File: src/rtl/stim_sched_pkg.sv
// Shared types and defaults for the stimulation request scheduler.
package stim_sched_pkg;

  typedef enum logic [1:0] {
    StIdle    = 2'd0,
    StPulse   = 2'd1,
    StBlank   = 2'd2,
    StRefract = 2'd3
  } sched_state_e;

  localparam int unsigned NReqDefault = 8;
  localparam int unsigned CntWDefault = 16;

  // Channel index width; a single channel still needs one bit.
  function automatic int unsigned idx_width(input int unsigned n);
    return (n > 1) ? $clog2(n) : 1;
  endfunction

  localparam int unsigned ChIdxWDefault = idx_width(NReqDefault);

endpackage

File: src/rtl/rr_arbiter.sv
// Combinational round-robin pick: first set bit of eff at or above rr_ptr, wrapping.
module rr_arbiter
  import stim_sched_pkg::*;
#(
  parameter int unsigned N_REQ = NReqDefault,
  parameter int unsigned IDX_W = idx_width(N_REQ)
) (
  input  logic [N_REQ-1:0] eff,
  input  logic [IDX_W-1:0] rr_ptr,
  output logic [N_REQ-1:0] grant_onehot,
  output logic [IDX_W-1:0] grant_idx,
  output logic             grant_valid
);

  logic [IDX_W-1:0] idx;

  always_comb begin
    grant_onehot = '0;
    grant_idx    = '0;
    grant_valid  = 1'b0;
    idx          = '0;
    for (int unsigned off = 0; off < N_REQ; off++) begin
      idx = IDX_W'((32'(rr_ptr) + off) % N_REQ);
      if (!grant_valid && eff[idx]) begin
        grant_valid       = 1'b1;
        grant_idx         = idx;
        grant_onehot[idx] = 1'b1;
      end
    end
  end

endmodule

File: src/rtl/stim_request_scheduler.sv
// Round-robin scheduler for a shared stimulator: pulse, blanking and refractory
// intervals per grant, with pending requests and a saturating drop counter.
module stim_request_scheduler
  import stim_sched_pkg::*;
#(
  parameter int unsigned N_REQ = NReqDefault,
  parameter int unsigned CNT_W = CntWDefault
) (
  input  logic                          sample_CLK_out,
  input  logic                          reset,
  input  logic                          enable,
  input  logic [N_REQ-1:0]              stim_req,
  input  logic [N_REQ-1:0]              req_mask,
  input  logic [CNT_W-1:0]              pulse_width,
  input  logic [CNT_W-1:0]              blank_len,
  input  logic [CNT_W-1:0]              refractory_len,
  output logic                          stim_out,
  output logic [idx_width(N_REQ)-1:0]   stim_ch,
  output logic                          blank_out,
  output logic                          busy,
  output logic [CNT_W-1:0]              dropped_count
);

  localparam int unsigned IdxW = idx_width(N_REQ);

  sched_state_e     state_q;
  logic [CNT_W-1:0] cnt_q;
  logic [CNT_W-1:0] blank_q;
  logic [CNT_W-1:0] refr_q;
  logic [N_REQ-1:0] pending_q;
  logic [IdxW-1:0]  rr_ptr_q;

  logic [N_REQ-1:0] eff;
  logic [N_REQ-1:0] arb_onehot;
  logic [IdxW-1:0]  arb_idx;
  logic             arb_valid;
  logic             can_grant;
  logic             grant;
  logic [N_REQ-1:0] grant_onehot;
  logic [CNT_W-1:0] pulse_len;
  logic [IdxW-1:0]  rr_next;
  logic             drop_hit;

  assign eff = (stim_req | pending_q) & req_mask;

  rr_arbiter #(
    .N_REQ(N_REQ),
    .IDX_W(IdxW)
  ) u_rr_arbiter (
    .eff         (eff),
    .rr_ptr      (rr_ptr_q),
    .grant_onehot(arb_onehot),
    .grant_idx   (arb_idx),
    .grant_valid (arb_valid)
  );

  assign can_grant    = enable && (state_q == StIdle);
  assign grant        = can_grant && arb_valid;
  assign grant_onehot = can_grant ? arb_onehot : '0;
  assign pulse_len    = (pulse_width == '0) ? CNT_W'(1) : pulse_width;
  assign rr_next      = (arb_idx == IdxW'(N_REQ - 1)) ? '0 : arb_idx + IdxW'(1);
  // A repeat request on a channel that is already waiting is lost.
  assign drop_hit     = |(stim_req & req_mask & pending_q & ~grant_onehot);

  always_ff @(posedge sample_CLK_out) begin
    if (reset) begin
      state_q   <= StIdle;
      cnt_q     <= '0;
      blank_q   <= '0;
      refr_q    <= '0;
      stim_out  <= 1'b0;
      blank_out <= 1'b0;
      busy      <= 1'b0;
      stim_ch   <= '0;
      rr_ptr_q  <= '0;
    end else if (!enable) begin
      state_q   <= StIdle;
      stim_out  <= 1'b0;
      blank_out <= 1'b0;
      busy      <= 1'b0;
    end else begin
      case (state_q)
        StIdle: begin
          if (grant) begin
            state_q   <= StPulse;
            cnt_q     <= pulse_len;
            blank_q   <= blank_len;
            refr_q    <= refractory_len;
            stim_ch   <= arb_idx;
            rr_ptr_q  <= rr_next;
            stim_out  <= 1'b1;
            blank_out <= 1'b1;
            busy      <= 1'b1;
          end
        end
        StPulse: begin
          if (cnt_q == CNT_W'(1)) begin
            stim_out <= 1'b0;
            if (blank_q != '0) begin
              state_q <= StBlank;
              cnt_q   <= blank_q;
            end else if (refr_q != '0) begin
              state_q   <= StRefract;
              cnt_q     <= refr_q;
              blank_out <= 1'b0;
            end else begin
              state_q   <= StIdle;
              blank_out <= 1'b0;
              busy      <= 1'b0;
            end
          end else begin
            cnt_q <= cnt_q - CNT_W'(1);
          end
        end
        StBlank: begin
          if (cnt_q == CNT_W'(1)) begin
            blank_out <= 1'b0;
            if (refr_q != '0) begin
              state_q <= StRefract;
              cnt_q   <= refr_q;
            end else begin
              state_q <= StIdle;
              busy    <= 1'b0;
            end
          end else begin
            cnt_q <= cnt_q - CNT_W'(1);
          end
        end
        StRefract: begin
          if (cnt_q == CNT_W'(1)) begin
            state_q <= StIdle;
            busy    <= 1'b0;
          end else begin
            cnt_q <= cnt_q - CNT_W'(1);
          end
        end
        default: state_q <= StIdle;
      endcase
    end
  end

  always_ff @(posedge sample_CLK_out) begin
    if (reset) begin
      pending_q     <= '0;
      dropped_count <= '0;
    end else if (!enable) begin
      pending_q <= '0;
    end else begin
      pending_q <= eff & ~grant_onehot;
      if (drop_hit && (dropped_count != '1)) begin
        dropped_count <= dropped_count + CNT_W'(1);
      end
    end
  end

endmodule

File: config.mk
export PLATFORM = sky130hd
export DESIGN_NAME = stim_request_scheduler
export DESIGN_NICKNAME = d
export VERILOG_FILES = /design/src/rtl/stim_sched_pkg.sv /design/src/rtl/rr_arbiter.sv /design/src/rtl/stim_request_scheduler.sv
export SDC_FILE = /design/constraint.sdc
export NUM_CORES = 1
export LEC_CHECK = 0
export ABC_AREA = 1
export CAP_MARGIN = 20
export CORE_MARGIN = 8
export CORE_UTILIZATION = 45
export DETAILED_ROUTE_END_ITERATION = 10
export PLACE_DENSITY = 0.68
export SYNTH_ARGS = -nofsm -noshare
export SYNTH_HDL_FRONTEND = slang
export SYNTH_SLANG_ARGS = --single-unit
File: constraint.sdc
create_clock -name sample_CLK_out -period 8.8 [get_ports sample_CLK_out]
set_clock_uncertainty 0.2 [all_clocks]
set_input_delay 1.76 -clock sample_CLK_out [delete_from_list [all_inputs] [get_ports sample_CLK_out]]
set_output_delay 1.76 -clock sample_CLK_out [all_outputs]
set_load 0.01 [all_outputs]
* Yosys cells after proc, flatten, opt, wreduce, memory -nomap -nowiden
Index checks and enable logic that the tools add are counted.
** Word-level totals
- Register bits :: 83
- Input port bits :: 67
- Logic and storage cells :: 188
** Operators by class
- Add/sub/neg operators :: 10
- Order comparisons :: 16
- Eq/ne operators :: 12
- Muxes and demuxes :: 84
- Bitwise logic cells :: 15
- Reductions and logical operators :: 40
** Operator list (number)
- 16-bit 2-to-1 mux :: 7
- 8-bit 2-to-1 mux :: 9
- 8-bit OR :: 8
- 16-bit case mux with 4 select lines :: 1
- 8-bit AND :: 5
- 3-bit by 4-bit less-than comparator with 1-bit output (second input constant) :: 8
- 1-bit 2-to-1 mux :: 32
- 16-bit nonzero test :: 2
- 3-bit 2-to-1 mux :: 9
- 1-bit binary-select mux with 3-bit select :: 8
- 1-bit demux with 3-bit select :: 8
- 3-bit by 1-bit greater-or-equal comparator with 1-bit output (second input constant) :: 8
- 1-bit logical AND :: 18
- 16-bit by 1-bit adder with 16-bit output (second input constant) :: 1
- 16-bit by 1-bit equality test with 1-bit output (second input constant) :: 1
- 16-bit zero test :: 1
- 16-bit != test (second input constant) :: 1
- 16-bit by 1-bit subtractor with 16-bit output (second input constant) :: 1
- 3-bit adder (second input constant) :: 4
- 2-bit 2-to-1 mux :: 6
- 2-bit != test (second input constant) :: 6
- 5-bit AND reduction :: 2
- 3-bit AND reduction :: 3
- 8-bit inverter :: 1
- other kinds (18) :: 27

* Logic depth before layout (Yosys ltp)
- Word-level depth :: 32
- Gate-level depth with buffers :: 27
- Depth with buffers taken out :: 22

* Hierarchy
Synthesis repeated with hierarchy kept, for this count alone.
** Second synthesis, totals
- Cells, all modules :: 1091
- Area total of the unflattened synthesis :: 6487.5 µm²
** Modules (own cells, without submodules)
- stim_request_scheduler :: instances 1, cells an instance 788, area each 4942.2 µm², seq. area each 1661.6 µm²
- rr_arbiter :: instances 1, cells an instance 303, area each 1545.2 µm², seq. area each 0.0 µm²

* Least setup slack after synthesis
Ideal clock, no wire load.
- Path kind :: input port to flip-flop
- Start :: in stim_req[1]
- End :: reg rr_ptr_q[2]
- Setup time :: 0.128 ns
- Data arrival time :: 3.696 ns
- Data required time :: 8.472 ns
- Path slack :: 4.776 ns
- Stages :: 15
- Cell sequence :: o21ai_0 -> nand2_1 -> nand3_2 -> nand2_1 -> nand2_1 -> nand2_2 -> nor2_8 -> nand4_4 -> nor3b_1 -> inv_1 -> o2111ai_1 -> ha_1 -> ha_1 -> o21ai_0 -> a21oi_1
** Between the ends
- Cells in the longest elaborated chain, start to end :: 28
- Elaborated cells between the ends (all ways) :: 53
- Classes of those cells :: add/sub: 1; eq/ne: 1; mux: 33; bitwise: 2; reduce/logical: 16
** Ends and longest elaborated chain
- from (decl) :: line stim_request_scheduler.sv:12 : input logic [N_REQ-1:0] stim_req,
- 8-bit OR (*) :: line stim_request_scheduler.sv:44 : assign eff = (stim_req | pending_q) & req_mask;
- 8-bit AND (*) :: line stim_request_scheduler.sv:44
- 1-bit binary-select mux with 3-bit select :: line rr_arbiter.sv:24 : if (!grant_valid && eff[idx]) begin
- 1-bit 2-to-1 mux (implied by the code) :: line rr_arbiter.sv:24
- 1-bit 2-to-1 mux :: line rr_arbiter.sv:24
- 1-bit zero test :: line rr_arbiter.sv:24
- 1-bit logical AND :: line rr_arbiter.sv:24
- 1-bit 2-to-1 mux :: line rr_arbiter.sv:24
- [14 not listed]
- 1-bit 2-to-1 mux :: line rr_arbiter.sv:24
- 1-bit zero test :: line rr_arbiter.sv:24
- 1-bit logical AND :: line rr_arbiter.sv:24
- 3-bit 2-to-1 mux (*) :: line rr_arbiter.sv:24
- named net arb_idx[1] :: line stim_request_scheduler.sv:35 : logic [IdxW-1:0] arb_idx;
- 3-bit by 1-bit adder with 3-bit output or 3-bit equality test (tied branches) :: line stim_request_scheduler.sv:61 : assign rr_next = (arb_idx == IdxW'(N_REQ - 1)) ? '0 : arb_idx + IdxW'(1);
- 3-bit 2-to-1 mux (*) :: line stim_request_scheduler.sv:61
- named net rr_next[2] :: line stim_request_scheduler.sv:41 : logic [IdxW-1:0] rr_next;
- to (signal assigned) :: line stim_request_scheduler.sv:90 : rr_ptr_q <= rr_next;
- to (decl) :: line stim_request_scheduler.sv:31 : logic [IdxW-1:0] rr_ptr_q;
Mark *: on every way through the listed nets, which the timed path passes. The rest lies on a longest branch. The select of a mux whose other input is x is not followed.
A chain may end at the register's enable or synchronous reset.

* Worst setup path after layout
- Start :: reg rr_ptr_q[0]
- End :: reg stim_ch[2]
** Between the ends
- Cells in the longest elaborated chain, start to end :: 26
- Elaborated cells between the ends (all ways) :: 55
- Classes of those cells :: add/sub: 7; mux: 32; reduce/logical: 16
** Ends and longest elaborated chain
- parallel branches: the longest is 26 deep, another holds 3-bit by 1-bit adder with 3-bit output
- to (signal assigned) :: line stim_request_scheduler.sv:89 : stim_ch <= arb_idx;
- to (decl) :: line stim_request_scheduler.sv:18 : output logic [idx_width(N_REQ)-1:0] stim_ch,
Several ways; the timed one is not identified. The select of a mux whose other input is x is not followed.

==> metrics.md <==
| Metric | Value |
|---|---|
| Core area | `13200 sq um` |
| ANT cells | `0` |
| Vias in the first global route | `6188` |
| Vias | `6703` |
| Multi-input logic area | `3850 sq um` |
| PwrDens | `288 nW/um^2` |
| #FFs+latches synth | `83` |
| Least-Margin Pin Slew | `1.04 ns` |
| RSZ-0062 raised after global routing | `no` |
| FF-to-FF path depth | `13` |
| RR Endpoint | `stim_ch[2]` |
| Total Power | `2.13 mW` |
| Post-synthesis cell area | `6050 sq um` |
| Critical path's largest stage delay | `0.98 ns` |
| Tcrit/Tclk final | `0.666` |
| First-pass GRT wire length | `31400 um` |
| Layout Nets | `1088` |
| Syn Inst Count | `941` |
| Crit end category | `register` |
| Final Non-Filler Cells | `1187` |
| Synth Area per Inst | `6.43 sq um` |
| Placed insts | `1171` |
| Crit path from | `rr_ptr_q[0]` |
| Initial antenna violation count | `0` |
| CP arrival | `5.87 ns` |
| LEAKAGE | `2.94 nW` |
| I/O pin cnt | `89` |
| Vias per cell | `5.65` |
| Hpwl dp | `14300 um` |
| Initial core utilization | `0.459` |
| Total global-route track usage | `0.214` |
| Outcome | `complete, no violations` |
| Slowest cell on the critical path | `dfxtp_1` |
| Post-CTS Repair Setup Buffers | `0` |
| Final WL | `19200 um` |
| Critical R2R Launch | `rr_ptr_q[0]` |
| Max Slew Vio Count | `0` |
| PortBufs | `88` |
| Required time of the worst setup path | `8.80 ns` |
| R2R Setup Slk | `2.94 ns` |
| Largest net degree at the start of global routing | `54` |
| Reg clk slew, reported paths | `0.06 ns` |
| Area Growth Syn to Fin | `22.0%` |
| Initial DRT Pass Iterations | `5` |
| Final hold violations | `0` |
| Seq/Total Area, Yosys | `0.275` |
| DRT antenna net count | `0` |
| Setup TNS | `0 ns` |
| H-tree depth | `3` |
| Rows | `42` |
| Mapped Nets | `1023` |
| Critical path's top delay family | `buffers and inverters` |
| Worst vdd ir | `161 uV` |
| First DRT Iteration DRCs | `751` |
| Clock sinks | `83` |
| Worst Hold Launch | `blank_out` |
| Chip width | `132 um` |
| GRT overflow | `0` |
| DIE AREA | `17400 sq um` |
| Netlist cell types | `48` |
| WL/cell | `16.1 um` |
| Post-CTS Hold Fix Bufs | `0` |
| Crit-path cells | `inv_2, ha_1, inv_2, nand3_1, nand2_1, o21ai_2, nand4_4, or3_1, nand2_1, buf_4, clkinv_1, o21ai_0, a21oi_1` |
| Layout cell share with drive strength beyond 1 | `0.0811` |
| Worst Setup Start Kind | `register` |
| CTS tree | `done` |
| Relative slew slack | `0.305` |
| DIE HEIGHT | `132 um` |
| Crit path time final | `5.86 ns` |
| CTS Buf Count | `9` |
| Root Driver | `clkbuf_16` |
| Critical-path maximum fanout | `53` |
| Worst Path Buf+Inv | `4` |
| WHS Path Cells | `2` |
| Max cap viols | `0` |
| Clk Latency, worst-skew pair | `0.33 ns` |
| CTS resizes | `0` |
| # setup viols final | `0` |
| Residual DRC | `0` |
| Synth Warn # | `0` |
| Hold WC Path Type | `reg2reg` |
| Critical setup path kind | `reg2reg` |
| Final core area utilization | `0.559` |
| Fmax | `0.171 GHz` |
| RePlAce Congestion | `0.933` |
| Hold endpoint | `blank_out` |
| FF+latch area | `1660 sq um` |
| Filler cell count | `1310` |
| Worst-case clock buffer depth | `2` |
-- cells in the mapped netlist, drive strengths merged --
master | number | area [sq um]
o22ai | 14 | 87.6
o21ai | 82 | 414
buf | 14 | 96.3
dfxtp | 83 | 1660
nand3 | 118 | 643
nor3b | 3 | 22.5
inv | 88 | 333
nor3 | 16 | 80.1
a21oi | 58 | 328
or3 | 1 | 6.26
a2bb2oi | 1 | 8.76
xor2 | 15 | 131
o31ai | 1 | 7.51
a31oi | 21 | 150
nand4 | 17 | 128
clkinv | 5 | 18.8
nor2 | 135 | 538
a221oi | 8 | 70.1
a32o | 1 | 10.0
a31o | 1 | 8.76
clkbuf | 25 | 93.8
and2 | 2 | 12.5
or2 | 3 | 18.8
nor4 | 16 | 100
nand2 | 182 | 763
ha | 15 | 188
a22oi | 7 | 52.6
o2111ai | 2 | 17.5
xnor2 | 7 | 61.3
-- cell families (layout without fill, tap and decap cells) --
| group | Yosys count | count (layout) | share of synthesized area |
|---|---|---|---|
| AO/OA/AOI/OAI | 196 | 196 | 0.191 |
| buffers and inverters | 132 | 202 | 0.0895 |
| XOR/XNOR | 22 | 22 | 0.0318 |
| adder cells (fa/ha/maj) | 15 | 15 | 0.0310 |
| flip-flops | 83 | 83 | 0.275 |
| AND/OR/NAND/NOR | 493 | 493 | 0.382 |
-- where the power goes --
part           internal, mW  leakage [nW]  switching [mW]
combinational         0.355          2.08           0.782
sequential            0.452         0.682          0.0852
clock                 0.295         0.176           0.159
total                  1.10          2.94            1.03
-- worst min-delay path, cell delays in order, from the launching register on --
cell	delay, ns
dfxtp_1	0.31
nand2_1	0.06
a21oi_1	0.05
-- worst max-delay path by stage --
stage | cells past startpoint | slack (ns) | to
finish | 13 | 2.94 | stim_ch[2]
global route | 13 | 2.51 | stim_ch[2]
CTS | 13 | 3.09 | stim_ch[2]
detailed placement | 15 | 2.89 | stim_ch[2]
global placement | 15 | 3.02 | stim_ch[2]
floorplan | 15 | 4.78 | rr_ptr_q[2]
-- final cells by class --
cell class	instances	area share
inverters	93	0.0476
repair buffers	93	0.127
flip-flops and latches	83	0.225
multi-input cells	726	0.521
clock inverters	5	0.0146
clock buffers	11	0.0342
well taps	176	0.0298
-- through the flow --
step / hold slack (ns) / worst slack [ns] / instance area (sq um)
finish: 0.263 / 2.94 / 7380
global route: 0.298 / 2.51 / 7380
CTS: 0.268 / 3.09 / 7380
detailed placement: 0.258 / 2.89 / 7020
global placement: 0.257 / 3.02 / 6990
floorplan: 0.243 / 4.78 / 6050
-- sequential cells by signal (all words and copies together), names as in the netlist --
register       cells
blank_q           16
cnt_q             16
dropped_count     16
refr_q            16
pending_q          8
rr_ptr_q           3
stim_ch            3
state_q            2
blank_out          1
busy               1
stim_out           1
-- cells in the final DEF, fill, tap and decap left out, types with 4 or more instances in the layout --
cell type / synthesis / routed
a22oi_1: 7 / 7
nor3_1: 16 / 16
nand4_1: 15 / 15
nor4_1: 16 / 16
clkdlybuf4s50_1: 0 / 88
xnor2_1: 7 / 7
nor2_1: 130 / 130
inv_2: 8 / 8
nand2_1: 162 / 162
a31oi_1: 18 / 18
a21oi_2: 10 / 10
buf_4: 2 / 4
nand3_2: 8 / 8
clkinv_1: 5 / 5
o21ai_0: 81 / 81
nand2_2: 14 / 14
nand3_1: 109 / 109
xor2_1: 15 / 15
dfxtp_1: 83 / 83
nand2_4: 6 / 6
ha_1: 15 / 15
clkbuf_16: 0 / 9
a21oi_1: 48 / 48
inv_1: 79 / 79
a221oi_1: 8 / 8
o22ai_1: 14 / 14
-- per-layer routing --
layer  up-vias  wire [um]  GRT usage
li1       3325          -          -
met1      3041       8910      0.294
met2       307       8520      0.334
met3        30       1450     0.0366
met4         0        280     0.0632
met5         -          0          0
No activity file was read; power rests on OpenSTA's default activity.
